$ cat src/rtl/scan_decoder.sv
// rtl/scan_decoder.sv - registered N-to-2^N decoder with 138-style enables and auto-scan mode
//
// Decodes an AW-bit index onto 2**AW select lines. In direct mode (MODE = 0)
// the index comes from A. In scan mode (MODE = 1) an internal prescaled counter
// walks every output in turn, for multiplexed digit/LED select lines.
//
// Ports:
//   CLK   in   1      clock, rising edge
//   RST   in   1      synchronous reset, active-high, highest priority
//   G     in   1      enable, active-high
//   GA    in   1      enable, active-low
//   GB    in   1      enable, active-low
//   MODE  in   1      0 = direct decode of A, 1 = auto scan
//   LOAD  in   1      scan mode: load scan index from A
//   A     in   AW     address (direct) / load value (scan)
//   Y     out  2**AW  registered decoded outputs
//   CUR   out  AW     registered index currently driven on Y
//   WRAP  out  1      one-cycle pulse when a scan step wraps CUR to 0
module scan_decoder #(
    parameter int AW         = 3,
    parameter int DIV        = 4,
    parameter bit ACTIVE_LOW = 1'b1
) (
    input  logic               CLK,
    input  logic               RST,
    input  logic               G,
    input  logic               GA,
    input  logic               GB,
    input  logic               MODE,
    input  logic               LOAD,
    input  logic [AW-1:0]      A,
    output logic [2**AW-1:0]   Y,
    output logic [AW-1:0]      CUR,
    output logic               WRAP
);

    localparam int NO = 2**AW;
    localparam int PW = (DIV > 1) ? $clog2(DIV) : 1;
    localparam logic [PW-1:0] PS_LAST = PW'(DIV - 1);
    localparam logic [NO-1:0] IDLE    = ACTIVE_LOW ? {NO{1'b1}} : {NO{1'b0}};

    logic            en;
    logic [PW-1:0]   ps;
    logic [PW-1:0]   ps_nxt;
    logic [AW-1:0]   cur_nxt;
    logic            wrap_nxt;
    logic [NO-1:0]   y_nxt;

    function automatic logic [NO-1:0] dec(input logic [AW-1:0] idx);
        logic [NO-1:0] oh;
        oh = NO'(1) << idx;
        return ACTIVE_LOW ? ~oh : oh;
    endfunction

    assign en = G & ~GA & ~GB;

    always_comb begin
        cur_nxt  = CUR;
        ps_nxt   = ps;
        wrap_nxt = 1'b0;
        if (!MODE) begin
            // Direct mode keeps the prescaler cleared so a later switch to
            // scan always starts a full DIV-cycle step from the held index.
            ps_nxt = '0;
            if (en) begin
                cur_nxt = A;
            end
        end else if (en) begin
            if (LOAD) begin
                cur_nxt = A;
                ps_nxt  = '0;
            end else if (ps == PS_LAST) begin
                ps_nxt   = '0;
                cur_nxt  = CUR + AW'(1);
                wrap_nxt = (CUR == {AW{1'b1}});
            end else begin
                ps_nxt = ps + PW'(1);
            end
        end
        // Disabled scan freezes CUR and prescaler (defaults above).
        y_nxt = en ? dec(cur_nxt) : IDLE;
    end

    always_ff @(posedge CLK) begin
        if (RST) begin
            Y    <= IDLE;
            CUR  <= '0;
            ps   <= '0;
            WRAP <= 1'b0;
        end else begin
            Y    <= y_nxt;
            CUR  <= cur_nxt;
            ps   <= ps_nxt;
            WRAP <= wrap_nxt;
        end
    end

endmodule

$ cat config.mk
export PLATFORM = sky130hd
export DESIGN_NAME = scan_decoder
export DESIGN_NICKNAME = d
export VERILOG_FILES = /design/src/rtl/scan_decoder.sv
export SDC_FILE = /design/constraint.sdc
export NUM_CORES = 1
export LEC_CHECK = 0
export ABC_CLOCK_PERIOD_IN_PS = 4700
export CAP_MARGIN = 20
export CORE_AREA = 2 2 43 45
export DETAILED_ROUTE_END_ITERATION = 10
export DIE_AREA = 0 0 45 47
export GPL_TIMING_DRIVEN = 1
export PLACE_DENSITY = 0.72
export SLEW_MARGIN = 20
export SYNTH_ARGS = -nofsm -noshare
export SYNTH_HDL_FRONTEND = slang
export SYNTH_SLANG_ARGS = --single-unit
$ cat constraint.sdc
create_clock -name CLK -period 4.7 [get_ports CLK]
set_input_delay 1.175 -clock CLK [delete_from_list [all_inputs] [get_ports CLK]]
set_output_delay 1.175 -clock CLK [all_outputs]
set_load 0.01 [all_outputs]
==> results of run 1 <==
[layout by cell type, fill, tap and decap left out, drive strengths merged, types with 2 or more instances in the layout]
master         Yosys  routed
clkdlybuf4s50      0      21
clkbuf             0       4
nand2b             3       3
dfxtp             14      14
nand4              2       2
nor2b              3       3
a21oi              4       4
nor2               6       6
nand3b             2       2
or3b               2       2
nand2              3       3
a211oi             2       2
o21ai              2       2
ha                 5       5
nor3b              2       2
[worst paths after layout]
check	from	to	slack (ns)	cells past startpoint
setup reg to reg	CUR[0]	Y[0]	2.90	5
setup / recovery	G	Y[4]	1.96	5
hold reg to reg	CUR[2]	CUR[2]	0.52	2
hold / removal	CUR[2]	CUR[2]	0.52	2
[routing by layer]
layer / routed length [µm] / track usage (%)
met1: 515 / 15.5
met2: 640 / 23.1
met4: 31 / 7.06
met3: 97 / 3.85
met5: 0 / 0
[stage by stage]
step | worst slack, ns | cells | util (%) | area (µm²)
2_1_floorplan | 2.29 | 66 | - | 692
3_3_place_gp | 1.70 | 103 | 55.2 | 912
3_5_place_dp | 1.65 | 103 | 55.2 | 912
4_1_cts | 1.94 | 107 | 57.4 | 948
5_1_grt | 1.91 | 107 | 57.4 | 948
6_report | 1.96 | 107 | 57.4 | 948
[worst min-delay path, cell delays in order (launching register included)]
cell and delay [ns]:
dfxtp_1 0.36, nand2_1 0.07, a21oi_1 0.05
[final cells by class]
class | instances | area, µm²
fillers | 169 | 703
multi-input cells | 50 | 397
flip-flops and latches | 14 | 280
repair buffers | 21 | 210
clock buffers | 4 | 36.3
well taps | 17 | 21.3
inverters | 1 | 3.75
[Yosys cell counts (all sizes together), types with 2 or more instances]
master	count
dfxtp	14
nor2	6
ha	5
a21oi	4
nand2	3
nand2b	3
nor2b	3
a211oi	2
nand3b	2
nand4	2
nor3b	2
o21ai	2
or3b	2
[sequential cells by signal, summed over array words and instances, names as in the netlist]
register and cells:
WRAP 1, Y 8, CUR 3, ps 2
[kinds of logic after synthesis]
group / after synthesis
flip-flops: 14
adder cells (fa/ha/maj): 5
XOR/XNOR: 1
AO/OA/AOI/OAI: 11
multiplexers: 1
AND/OR/NAND/NOR: 32
buffers and inverters: 2
[power by group]
| part | internal, W | switching (W) | leakage, nW |
|---|---|---|---|
| logic | 0.0000177 | 0.0000152 | 0.245 |
| registers | 0.000120 | 0.00000133 | 0.113 |
| clock network | 0.0000471 | 0.0000398 | 0.0210 |
==> reports/results.ini, run 1 <==
[sta]
setup_violations = 0
hold_viol_final = 0
holdWs_ns = 0.519
max_slew_margin_pct = 70.8
skew_ns = 0.00144
tightest_slew_ns = 0.439
fmax_mhz = 365
tns_ns = 0
drv_slew = 0
fin_crit_sh_pct = 58.4
period_needed_ns = 2.74
grt_setup_unrepaired = no

[floorplanning]
io_pins = 22
dieArea_mm2 = 0.00212
die_y_um = 47
start_util_pct = 41.9
rows = 15
die_x_um = 45
design.core.area_mm2 = 0.00165

[flow_run]
drv_cap = 0

[finish]
drive_above_1_share_pct = 13.3
final_nets = 106
diodes = 0
syn2layout_area_growth_pct = 37.1

[clock_network]
htreeDepth = 1
numClockSinks = 14
cts_buffers = 3
cts_setup_buffers = 0
clock_latency_ns = 0.28
cts_root_buf = clkbuf_4
cts_tree = yes
hold_buffers = 0
cts-resized-gates = 0
clkTransAtPathRegs_ns = 0.09
cts_buffer_depth = 2

[global_route]
grt_pass1_vias = 506
grt_max_degree = 10
antenna_found_initial = 0
grtUsageTotal_pct = 13.6
gr-total-overflow = 0
grt_pass1_wl_mm = 2.04

[synth]
synthSimpleGateAreaFrac_pct = 33.3
syn_area_per_cell_um2 = 10.5
syn_inst = 66
synth.distinct_cells = 33
yosysWarnings = 0
syn_nets = 81
yosys-top-cells-area = dfxtp_1 41%, ha_1 9.0%, mux2i_4 3.3%, a21oi_1 2.9%, nor2_8 2.9%
synth_flop_cell = dfxtp_1
synth_top_family_by_area = simple AND/OR/NAND/NOR gates
synth.ff_latch_count = 14
yosys.area_share.adder_pct = 9.04
synthArstFlopShare_pct = 0
yosys.area.top_type = dfxtp_1
netlist.area_leader.share_pct = 40.5
synth-edff-count = 0
synth_area_um2 = 692
synth_xor_xnor_area_share_pct = 1.27
synth.area.mux_share_pct = 3.25
synth_compound_area_share_pct = 10.5
seq_area_frac_synth_pct = 40.5

[place]
gp_congestion = 0.833
hpwl_mm = 1.03
numPortBuffers = 21

[power]
p_per_area_mw_per_mm2 = 254
power.static_leakage_nw = 0.379
ir_drop_mv = 0.149
fin_total_pwr_w = 0.000241

[drt]
vias = 589
drcViolationCount = 0
wl_per_cell_um = 12.0
final_antenna_net_count = 0
first_iter_violations = 14
drt_pass1_iterations = 4
totalWireLength_mm = 1.29
via_per_inst = 5.50

[run_status]
outcome = completed

[setup_path]
crit_arrival_ns = 2.90
worst_setup_path_start_kind = input port
required_ns = 4.86
max_stage_delay_ns = 0.55
cp_top_family = simple AND/OR/NAND/NOR gates
cp_max_fo = 9
crit_buf_inv = 1
slowest_stage = or3b_1
critPathKind = in2reg
cp_cell_sequence = clkdlybuf4s50_1 -> or3b_1 -> nor2_8 -> nand2_2 -> or4_1
end_kind = flip-flop

[min_path]
hold_path.class = reg2reg

Power figures use the tool's default switching activity.
==> run 2, diff against run 1 <==
Settings changed: ABC_CLOCK_PERIOD_IN_PS 4700 to 2200, CORE_AREA 2 2 43 45 to 2 2 46 48, DIE_AREA 0 0 45 47 to 0 0 48 50, PLACE_DENSITY 0.72 to 0.66.
Clock period 4.7 ns to 2.2 ns, I/O delays scaled along.
==> run 2 against run 1 <==
  * Clock power grew 110%
  * Die area is 13% higher
  * Via count increased by 2.4%
  * Worst setup slack worse by 1.8 ns
  * Clock skew up 0.0025 ns
  * Sequential share of layout area shrank 2.5 points
  * Total power grew 120%
  * Non-clock buffer count is 10 higher
  * Sequential cell count unchanged
  * Largest cell class unchanged
==> reports/results.ini, run 2 (synthesis gave the netlist of run 1 again) <==
[run_status]
outcome = completed  ; unchanged

[finish]
fin_cells = 127  ; was 107
regMostFlops = Y  ; unchanged
final_cell_mix = 21 x clkdlybuf4s50_1, 14 x dfxtp_1, 10 x buf_4  ; was 21 x clkdlybuf4s50_1, 14 x dfxtp_1, 5 x nor2_1, 5 x ha_1, 4 x a21oi_1
diodes = 0  ; unchanged
syn2layout_area_growth_pct = 49.7  ; was 37.1%
drive_above_1_share_pct = 22.0  ; was 13.3%
layout_commonest_cell = clkdlybuf4s50_1  ; unchanged
largestRegisters = Y: 8 flops, CUR: 3 flops, ps: 2 flops  ; unchanged
final_nets = 116  ; was 106
design_area_mm2 = 0.00104  ; was 948 µm²
largest_reg_flops = 8  ; unchanged

[sta]
holdWs_ns = 0.523  ; was 0.519 ns
fin_crit_sh_pct = 91.3
setup_violations = 0  ; unchanged
period_needed_ns = 2.01
max_slew_margin_pct = 74.4  ; was 70.8%
drv_slew = 0  ; unchanged
fmax_mhz = 498
tightest_slew_ns = 0.379  ; was 0.439 ns
tns_ns = 0  ; unchanged
fin_ws_ns = 0.191  ; was 1.96 ns
grt_setup_unrepaired = no  ; unchanged
skew_ns = 0.00396  ; was 0.00144 ns
hold_viol_final = 0  ; unchanged

[power]
power.static_leakage_nw = 0.429  ; was 0.379 nW
ir_drop_mv = 0.285  ; was 0.149 mV
p_per_area_mw_per_mm2 = 509  ; was 254 mW/mm²

[drt]
drcViolationCount = 0  ; unchanged
wl_per_cell_um = 10.9  ; was 12.0 µm
vias = 603  ; was 589
final_antenna_net_count = 0  ; unchanged
first_iter_violations = 19  ; was 14
drt_pass1_iterations = 4  ; unchanged
via_per_inst = 4.75  ; was 5.50
totalWireLength_mm = 1.39  ; was 1.29 mm

[floorplanning]
dieArea_mm2 = 0.00240  ; was 0.00212 mm²
design.core.area_mm2 = 0.00190  ; was 0.00165 mm²
rows = 16  ; was 15
start_util_pct = 36.4  ; was 41.9%
die_x_um = 48  ; was 45 µm
io_pins = 22  ; unchanged
die_y_um = 50  ; was 47 µm

[clock_network]
clkTransAtPathRegs_ns = 0.08  ; was 0.09 ns
cts_buffers = 3  ; unchanged
cts_setup_buffers = 0  ; unchanged
htreeDepth = 1  ; unchanged
cts_root_buf = clkbuf_4  ; unchanged
clock_latency_ns = 0.28  ; about the same
cts_buffer_depth = 2  ; unchanged
cts_tree = yes  ; unchanged
cts-resized-gates = 0  ; unchanged
hold_buffers = 0  ; unchanged
numClockSinks = 14  ; unchanged

[place]
pre_cts_ws_ns = -0.0904  ; was 1.65 ns
dp.cells = 123  ; was 103
hpwl_mm = 1.15  ; was 1.03 mm
gp_congestion = 0.824  ; was 0.833
numPortBuffers = 21  ; unchanged
place_area_um2 = 1000  ; was 912 µm²

[setup_path]
r2r_setup_slack_ns = 0.43  ; was 2.90 ns
crit_arrival_ns = 2.17  ; was 2.90 ns
critPathKind = in2reg  ; unchanged
required_ns = 2.36  ; was 4.86 ns
worst_setup_path_start_kind = input port  ; unchanged
critical_path.startpoint = MODE  ; was G
end_kind = flip-flop  ; unchanged
cp_max_fo = 4  ; was 9
r2r-start = CUR[0]  ; unchanged

[flow_run]
drv_cap = 0  ; unchanged

[global_route]
grt_pass1_wl_mm = 2.43  ; was 2.04 mm
grt_max_degree = 9  ; was 10
grtUsageTotal_pct = 13.8  ; was 13.6%
gr-total-overflow = 0  ; unchanged
grt_pass1_vias = 612  ; was 506
antenna_found_initial = 0  ; unchanged

[min_path]
hold_path.class = reg2reg  ; unchanged
worstHoldStart = CUR[2]  ; unchanged

==> run 2: cell count changes in the layout (fill, tap and decap cells not counted) <==
cell / delta
buf_4: +10
==> run 2: final timing paths <==
path	endpoint	depth (start not counted)
worst min register to register	CUR[2]	2
worst min-delay path	CUR[2]	2
worst max-delay path	Y[4]	5
worst max register to register	Y[0]	5
==> run 2: area by class of cell <==
cell class                 count  area [µm²]
fill                         175         866
multi-input combinational     50         397
timing repair buffer          31         285
sequential                    14         280
clock buffer                   4        36.3
tap                           27        33.8
inverter                       1        3.75
==> run 2: per-stage QoR <==
| stage | total power [W] | utilization (%) |
|---|---|---|
| final | 0.000527 | 54.5 |
| after global routing | 0.000557 | 54.5 |
| after CTS | 0.000534 | 54.5 |
| after detailed placement | 0.000350 | 52.6 |
| after global placement | 0.000349 | 52.6 |
| after floorplan | 0.000303 | - |
==> run 2: critical path, cell delays in order <==
cell	delay [ns]
clkdlybuf4s50_1	0.57
nor2b_4	0.24
mux2i_4	0.27
nand2_2	0.07
or4_1	0.46
==> run 2: report_power, final <==
| part | switching (W) | internal (W) |
|---|---|---|
| registers | 0.00000282 | 0.000256 |
| clock network | 0.0000823 | 0.000101 |
| logic | 0.0000360 | 0.0000491 |
==> run 2: layer usage <==
metal  up-vias  GRT usage, %  wire length (µm)
met2        18          23.1               681
met1       276          16.0               626
met5         -             0                 0
met4         0          5.41                17
li1        307             -                 -
met3         2          3.30                62
==> run 3, diff against run 2 <==
Settings changed: TNS_END_PERCENT from default to 50.
==> results of run 3 <==
The final DEF is identical to that of run 2; final timing and power are the same.
